`config.mk`:
```
export PLATFORM = sky130hd
export DESIGN_NAME = hash_msg_feeder_flat
export DESIGN_NICKNAME = d
export VERILOG_FILES = /design/src/rtl/hash_msg_feeder_pkg.sv /design/src/rtl/hash_msg_feeder_if.sv /design/src/rtl/hash_msg_feeder_frame_buf.sv /design/src/rtl/hash_msg_feeder.sv /design/src/flat_wrapper.sv
export SDC_FILE = /design/constraint.sdc
export NUM_CORES = 1
export LEC_CHECK = 0
export ABC_AREA = 1
export CAP_MARGIN = 30
export CELL_PAD_IN_SITES_DETAIL_PLACEMENT = 0
export CELL_PAD_IN_SITES_GLOBAL_PLACEMENT = 1
export CORE_UTILIZATION = 25
export DETAILED_ROUTE_END_ITERATION = 12
export PLACE_DENSITY_LB_ADDON = 0.1
export SLEW_MARGIN = 20
export SYNTH_ARGS = -nofsm -noshare
export SYNTH_HDL_FRONTEND = slang
export SYNTH_SLANG_ARGS = --single-unit
```
`constraint.sdc`:
```
create_clock -name clk -period 3.7 [get_ports clk]
set_input_delay 0.37 -clock clk [delete_from_list [all_inputs] [get_ports clk]]
set_output_delay 0.37 -clock clk [all_outputs]
set_load 0.02 [all_outputs]
```
`src/rtl/hash_msg_feeder_pkg.sv`:
```
// Shared state type and bus widths for the hash-core message feeder.
package hash_feeder_pkg;
  typedef enum logic [1:0] {LOAD, SEND, WAIT, HOLD} feeder_state_t;

  localparam int MSG_W    = 8;
  localparam int DIGEST_W = 32;
  localparam int CNT_W    = 64;
endpackage

```
`src/rtl/hash_msg_feeder_if.sv`:
```
// Host byte stream, hash core and digest return signals of the message feeder.
interface hash_msg_feeder_if
  import hash_feeder_pkg::*;
#(
  parameter int DEPTH = 64
);
  localparam int LEN_W = $clog2(DEPTH + 1);

  logic                in_valid;
  logic                in_ready;
  logic [MSG_W-1:0]    in_data;
  logic                in_last;
  logic                in_empty;
  logic                M_valid;
  logic [MSG_W-1:0]    message;
  logic [CNT_W-1:0]    counter;
  logic                hash_ready;
  logic [DIGEST_W-1:0] digest_in;
  logic                dig_valid;
  logic                dig_ready;
  logic [DIGEST_W-1:0] dig_data;
  logic [LEN_W-1:0]    dig_len;
  logic                ovf_err;
  logic                timeout_err;

  modport master (
    input  in_valid, in_data, in_last, in_empty, hash_ready, digest_in, dig_ready,
    output in_ready, M_valid, message, counter, dig_valid, dig_data, dig_len,
           ovf_err, timeout_err
  );

  modport slave (
    output in_valid, in_data, in_last, in_empty, hash_ready, digest_in, dig_ready,
    input  in_ready, M_valid, message, counter, dig_valid, dig_data, dig_len,
           ovf_err, timeout_err
  );
endinterface

```
`src/rtl/hash_msg_feeder_frame_buf.sv`:
```
// Frame byte store: one write port, one registered read port that returns 0 when not enabled.
module hash_frame_buf
  import hash_feeder_pkg::*;
#(
  parameter int DEPTH = 64,
  localparam int AW   = $clog2(DEPTH)
) (
  input  logic             clk,
  input  logic             rst_n,
  input  logic             we,
  input  logic [AW-1:0]    waddr,
  input  logic [MSG_W-1:0] wdata,
  input  logic             re,
  input  logic [AW-1:0]    raddr,
  output logic [MSG_W-1:0] rdata
);
  logic [MSG_W-1:0] mem [DEPTH];

  always_ff @(posedge clk) begin
    if (we) mem[waddr] <= wdata;
  end

  // rdata drives the core's message bus directly, so it idles at zero
  always_ff @(posedge clk or negedge rst_n) begin
    if (!rst_n) rdata <= '0;
    else        rdata <= re ? mem[raddr] : '0;
  end
endmodule

```
`src/rtl/hash_msg_feeder.sv`:
```
// Buffers one host frame, bursts it into the hash core, returns the digest to the host.
// Optional WAIT watchdog: define HASH_FEEDER_TIMEOUT_EN.
module hash_msg_feeder
  import hash_feeder_pkg::*;
#(
  parameter int DEPTH   = 64,
  parameter int TIMEOUT = 1024
) (
  input logic              clk,
  input logic              rst_n,
  hash_msg_feeder_if.master bus
);
  localparam int AW = $clog2(DEPTH);
  localparam int LW = $clog2(DEPTH + 1);
  localparam logic [LW-1:0] DEPTH_L = LW'(DEPTH);

  feeder_state_t       state;
  logic [LW-1:0]       len, rd_ptr, burst_last;
  logic                ovf, armed, seen_low;
  logic                in_ready_r, m_valid_r, dig_valid_r, ovf_err_r;
  logic [CNT_W-1:0]    counter_r;
  logic [DIGEST_W-1:0] dig_data_r;
  logic [LW-1:0]       dig_len_r;
  logic                beat, has_byte, drop, buf_we, buf_re, capture, expire;
  logic [MSG_W-1:0]    buf_rdata;

  assign beat       = bus.in_valid && in_ready_r;
  assign has_byte   = !(bus.in_empty && bus.in_last);
  assign drop       = beat && has_byte && (len == DEPTH_L);
  assign buf_we     = beat && has_byte && (len != DEPTH_L);
  assign burst_last = (len == '0) ? '0 : len - 1'b1;
  assign buf_re     = (state == SEND) && (len != '0);
  // A stale hash_ready from the previous frame is ignored until a low is seen
  assign capture    = (state == WAIT) && bus.hash_ready && seen_low;

  hash_frame_buf #(.DEPTH(DEPTH)) u_buf (
    .clk   (clk),
    .rst_n (rst_n),
    .we    (buf_we),
    .waddr (len[AW-1:0]),
    .wdata (bus.in_data),
    .re    (buf_re),
    .raddr (rd_ptr[AW-1:0]),
    .rdata (buf_rdata)
  );

`ifdef HASH_FEEDER_TIMEOUT_EN
  localparam int TW = $clog2(TIMEOUT + 1);
  logic [TW-1:0] wait_cnt;
  logic          timeout_err_r;

  assign expire = (state == WAIT) && !capture && (wait_cnt == TW'(TIMEOUT - 1));

  always_ff @(posedge clk or negedge rst_n) begin
    if (!rst_n) begin
      wait_cnt      <= '0;
      timeout_err_r <= 1'b0;
    end else begin
      wait_cnt      <= (state == WAIT) ? wait_cnt + 1'b1 : '0;
      timeout_err_r <= expire;
    end
  end

  assign bus.timeout_err = timeout_err_r;
`else
  logic unused_timeout;
  assign unused_timeout  = (TIMEOUT > 0);
  assign expire          = 1'b0;
  assign bus.timeout_err = 1'b0;
`endif

  always_ff @(posedge clk or negedge rst_n) begin
    if (!rst_n) begin
      state       <= LOAD;
      len         <= '0;
      rd_ptr      <= '0;
      ovf         <= 1'b0;
      armed       <= 1'b0;
      seen_low    <= 1'b0;
      in_ready_r  <= 1'b1;
      m_valid_r   <= 1'b0;
      counter_r   <= '0;
      dig_valid_r <= 1'b0;
      dig_data_r  <= '0;
      dig_len_r   <= '0;
      ovf_err_r   <= 1'b0;
    end else begin
      ovf_err_r <= 1'b0;
      if (m_valid_r) armed <= 1'b1;
      if (armed && !bus.hash_ready) seen_low <= 1'b1;
      unique case (state)
        LOAD: if (beat) begin
          if (buf_we) len <= len + 1'b1;
          if (drop)   ovf <= 1'b1;
          if (bus.in_last) begin
            if (ovf || drop) begin
              ovf_err_r <= 1'b1;
              ovf       <= 1'b0;
              len       <= '0;
            end else begin
              state      <= SEND;
              in_ready_r <= 1'b0;
              rd_ptr     <= '0;
              armed      <= 1'b0;
              seen_low   <= 1'b0;
              counter_r  <= CNT_W'(len + LW'(buf_we));
            end
          end
        end
        SEND: begin
          m_valid_r <= 1'b1;
          rd_ptr    <= rd_ptr + 1'b1;
          if (rd_ptr == burst_last) state <= WAIT;
        end
        WAIT: begin
          m_valid_r <= 1'b0;
          if (capture) begin
            state       <= HOLD;
            dig_valid_r <= 1'b1;
            dig_data_r  <= bus.digest_in;
            dig_len_r   <= len;
            counter_r   <= '0;
          end else if (expire) begin
            state      <= LOAD;
            in_ready_r <= 1'b1;
            len        <= '0;
            counter_r  <= '0;
          end
        end
        HOLD: if (bus.dig_ready) begin
          state       <= LOAD;
          dig_valid_r <= 1'b0;
          in_ready_r  <= 1'b1;
          len         <= '0;
          rd_ptr      <= '0;
        end
        default: state <= LOAD;
      endcase
    end
  end

  assign bus.in_ready  = in_ready_r;
  assign bus.M_valid   = m_valid_r;
  assign bus.message   = buf_rdata;
  assign bus.counter   = counter_r;
  assign bus.dig_valid = dig_valid_r;
  assign bus.dig_data  = dig_data_r;
  assign bus.dig_len   = dig_len_r;
  assign bus.ovf_err   = ovf_err_r;
endmodule

```
`src/flat_wrapper.sv`:
```
// flat-port wrapper written by rule: the top's interface ports become plain ports
module hash_msg_feeder_flat import hash_feeder_pkg::*;
#(
  parameter int DEPTH   = 64,
  parameter int TIMEOUT = 1024
)
  (clk, rst_n, bus_in_valid, bus_in_data, bus_in_last, bus_in_empty, bus_hash_ready, bus_digest_in, bus_dig_ready, bus_in_ready, bus_M_valid, bus_message, bus_counter, bus_dig_valid, bus_dig_data, bus_dig_len, bus_ovf_err, bus_timeout_err);
  hash_msg_feeder_if #(.DEPTH(DEPTH)) bus_i ();
  input logic clk;
  input logic rst_n;
  input wire logic [$bits(bus_i.in_valid)-1:0] bus_in_valid;
  input wire logic [$bits(bus_i.in_data)-1:0] bus_in_data;
  input wire logic [$bits(bus_i.in_last)-1:0] bus_in_last;
  input wire logic [$bits(bus_i.in_empty)-1:0] bus_in_empty;
  input wire logic [$bits(bus_i.hash_ready)-1:0] bus_hash_ready;
  input wire logic [$bits(bus_i.digest_in)-1:0] bus_digest_in;
  input wire logic [$bits(bus_i.dig_ready)-1:0] bus_dig_ready;
  output wire logic [$bits(bus_i.in_ready)-1:0] bus_in_ready;
  output wire logic [$bits(bus_i.M_valid)-1:0] bus_M_valid;
  output wire logic [$bits(bus_i.message)-1:0] bus_message;
  output wire logic [$bits(bus_i.counter)-1:0] bus_counter;
  output wire logic [$bits(bus_i.dig_valid)-1:0] bus_dig_valid;
  output wire logic [$bits(bus_i.dig_data)-1:0] bus_dig_data;
  output wire logic [$bits(bus_i.dig_len)-1:0] bus_dig_len;
  output wire logic [$bits(bus_i.ovf_err)-1:0] bus_ovf_err;
  output wire logic [$bits(bus_i.timeout_err)-1:0] bus_timeout_err;
  assign bus_i.in_valid = bus_in_valid;
  assign bus_i.in_data = bus_in_data;
  assign bus_i.in_last = bus_in_last;
  assign bus_i.in_empty = bus_in_empty;
  assign bus_i.hash_ready = bus_hash_ready;
  assign bus_i.digest_in = bus_digest_in;
  assign bus_i.dig_ready = bus_dig_ready;
  assign bus_in_ready = bus_i.in_ready;
  assign bus_M_valid = bus_i.M_valid;
  assign bus_message = bus_i.message;
  assign bus_counter = bus_i.counter;
  assign bus_dig_valid = bus_i.dig_valid;
  assign bus_dig_data = bus_i.dig_data;
  assign bus_dig_len = bus_i.dig_len;
  assign bus_ovf_err = bus_i.ovf_err;
  assign bus_timeout_err = bus_i.timeout_err;
  hash_msg_feeder #(.DEPTH(DEPTH), .TIMEOUT(TIMEOUT)) u_core (.clk(clk), .rst_n(rst_n), .bus(bus_i));
endmodule
```
==> results.py <==
metrics = {
    "pwr": {
        "ir_drop_v": 0.000378,
        "cellLeakagePower_nw": 10.3,
        "power.density_mw_per_mm2": 728,
    },
    "flow_run": {
        "drv_cap": 0,
    },
    "detailed_routing": {
        "drc": 2,
        "routed_wl_um": 81100,
        "drtIter0Drc": 1113,
        "ant_nets": 0,
        "first_pass_iters": 12,
        "vias": 16288,
        "routed_via_density": 4.53,
        "wl_per_cell_um": 22.5,
    },
    "synthesis": {
        "synth_area_leaders": "edfxtp_1 (63%), dfrtp_1 (7.8%), nor2_1 (6.4%)",
        "ys_types": 43,
        "synth_cells": 2102,
        "synthesis.area_mm2": 0.0246,
        "avgSynthCellArea_um2": 11.7,
        "ys.flop_type": "edfxtp_1",
        "synth.ff_latch_count": 590,
        "post-synth-top-area-fraction": 0.626,
        "synth_edf_count": 512,
        "async_reset_ff_frac": 0.132,
        "ys_seq_area_frac": 0.705,
        "yosysWarningCount": 0,
        "synth_top_area_cell": "edfxtp_1",
    },
    "cells_and_area": {
        "finish.utilization": 0.304,
        "final_common_cell": "edfxtp_1",
        "drive_above_1_share": 0.0981,
        "num_antenna_cells": 0,
        "finalNetCount": 2324,
        "area_delta_synth_final_pct": 19.9,
        "final_cell_mix": "edfxtp_1 (512), nor2_1 (420), o21ai_0 (279)",
    },
    "worst_setup_path": {
        "worst_setup_path_end_kind": "flop",
        "critical_path_class": "reg2reg",
        "crit_arrival_ns": 3.08,
        "reg2reg_depth": 10,
        "cp_max_fo": 8,
        "cp.required_ns": 3.94,
        "cp-start-kind": "flop",
    },
    "outcome": {
        "violations": "design-rule violations",
        "status": "complete, but fails checks",
    },
    "grt": {
        "grt_max_degree": 142,
        "grtUsageTotal": 0.164,
        "grt_pass1_vias": 16892,
        "grt_pass1_wl_um": 119000,
        "overflow": 0,
        "antenna_found_initial": 2,
    },
    "hold_path": {
        "hp-class": "in2reg",
        "min_path_cells": 1,
    },
    "sta": {
        "maxSlewViolCount": 0,
        "tightest_slew_ns": 0.896,
        "min_period_over_period": 0.768,
        "fmax_mhz": 352,
        "setup_violations": 0,
        "setup_tns_ns": 0,
        "finalClockSkew_ns": 0.0204,
        "slew_headroom": 0.402,
        "rsz0062_at_grt": "no",
        "period_minus_slack_ns": 2.84,
        "hold_viol_final": 0,
    },
    "place": {
        "dp_hpwl_um": 50900,
        "io_buffers": 105,
        "globalplace.congestion": 0.744,
    },
    "clocking": {
        "clk_pin_slew_ns": 0.06,
        "cts.sinks": 590,
        "clock_latency_ns": 0.62,
        "postCtsSetupBuffers": 0,
        "cts_max_level": 3,
        "cts_buffers": 72,
        "cts_tree": "done",
        "clockRootBuffer": "clkbuf_16",
        "clock_path_buffers": 3,
    },
    "die": {
        "dieArea_mm2": 0.0995,
        "pin_count": 163,
        "start_util": 0.253,
        "die_x_um": 315,
        "rows": 114,
        "die_y_um": 315,
        "core_region_area_mm2": 0.0970,
    },
}
==> logic make-up (layout without fill, tap and decap cells) <==
group,after synthesis,after routing,share of synthesized area
multiplexers,5,5,0.00204
AND/OR/NAND/NOR,796,796,0.130
flip-flops,590,590,0.705
AO/OA/AOI/OAI,460,460,0.104
other,1,57,0.000153
XOR/XNOR,7,7,0.00250
adder cells (fa/ha/maj),10,10,0.00509
buffers and inverters,233,398,0.0511
==> path summary, 6_finish.rpt <==
check | end | start | slack [ns]
worst max register to register | u_core.u_buf.mem[34][6] | u_core.len[0] | 0.86
max in group asynchronous | u_core.bus.dig_data[9] | rst_n | 2.43
worst min register to register | u_core.bus.dig_data[5] | u_core.bus.dig_data[5] | 0.48
min in group asynchronous | u_core.bus.dig_data[10] | rst_n | 0.37
worst max-delay path | u_core.u_buf.mem[34][6] | u_core.len[0] | 0.86
worst min-delay path | u_core.u_buf.mem[20][7] | bus_in_data[7] | 0.24
==> critical path, stage by stage, from the launching register on <==
cell,delay (ns)
dfrtp_1,0.49
clkinv_1,0.14
ha_1,0.25
nand2_1,0.12
nor2_4,0.06
nand2_1,0.12
o21ai_2,0.12
nor2_1,0.22
nand3_1,0.10
buf_4,0.24
nor2_1,0.58
==> state kept, by name, summed over array words and instances (netlist names) <==
register	flops
u_core.state	2
u_core.bus.ovf_err	1
u_core.ovf	1
u_core.bus.M_valid	1
u_core.bus.counter	8
u_core.bus.dig_len	7
u_core.u_buf.rdata	8
u_core.bus.in_ready	1
u_core.len	7
u_core.armed	1
u_core.bus.dig_data	32
u_core.u_buf.mem	512
u_core.seen_low	1
u_core.rd_ptr	7
u_core.bus.dig_valid	1
==> report_power, final <==
part	switching (mW)	internal, mW
Combinational	4.65	2.09
Clock	2.87	3.81
Sequential	0.464	7.58
==> timing repair <==
item,CTS,global route
gates resized for setup,0,0
setup endpoints to repair,0,0
endpoints found under the hold margin,51,0
hold buffers,1,0
==> synthesized netlist by cell type, drive strengths merged, types with 2 or more instances <==
master    n
a211oi    2
a21oi    44
a22oi    13
buf     123
clkbuf   49
clkinv    7
dfrtp    77
edfxtp  512
ha       10
inv      54
mux2i     5
nand2   265
nand3    88
nand4    10
nor2    424
nor3      6
o211ai   66
o21ai   301
o22ai    28
o31ai     4
xor2      6
==> metal layers <==
metal	GRT usage	wire [um]	part of all wire	vias to the layer above
li1	-	-	-	7663
met1	0.233	39700	0.49	8181
met2	0.258	36600	0.45	356
met3	0.0311	3520	0.043	86
met4	0.0355	1330	0.016	2
met5	0	13	0.00016	-
==> metrics by stage <==
| step | cells | area [um^2] | power, mW | hold slack, ns | setup slack, ns |
|---|---|---|---|---|---|
| after CTS | 3599 | 29500 | 21.9 | 0.199 | 0.842 |
| after floorplan | 2158 | 24800 | 12.1 | 0.0744 | 1.25 |
| after detailed placement | 3468 | 27300 | 15.1 | 0.464 | 0.742 |
| final | 3599 | 29500 | 21.5 | 0.235 | 0.858 |
| after global placement | 3468 | 27300 | 15.1 | 0.463 | 0.702 |
| after global routing | 3599 | 29500 | 22.7 | 0.204 | 0.626 |
==> final cells by class <==
cell class / count / area (um^2)
inverters: 61 / 235
multi-input cells: 1335 / 6200
well taps: 1276 / 1600
clock inverters: 40 / 310
repair buffers: 207 / 1920
fillers: 10026 / 67500
clock buffers: 90 / 1870
flip-flops and latches: 590 / 17300
No activity file was read; power rests on OpenSTA's default activity.
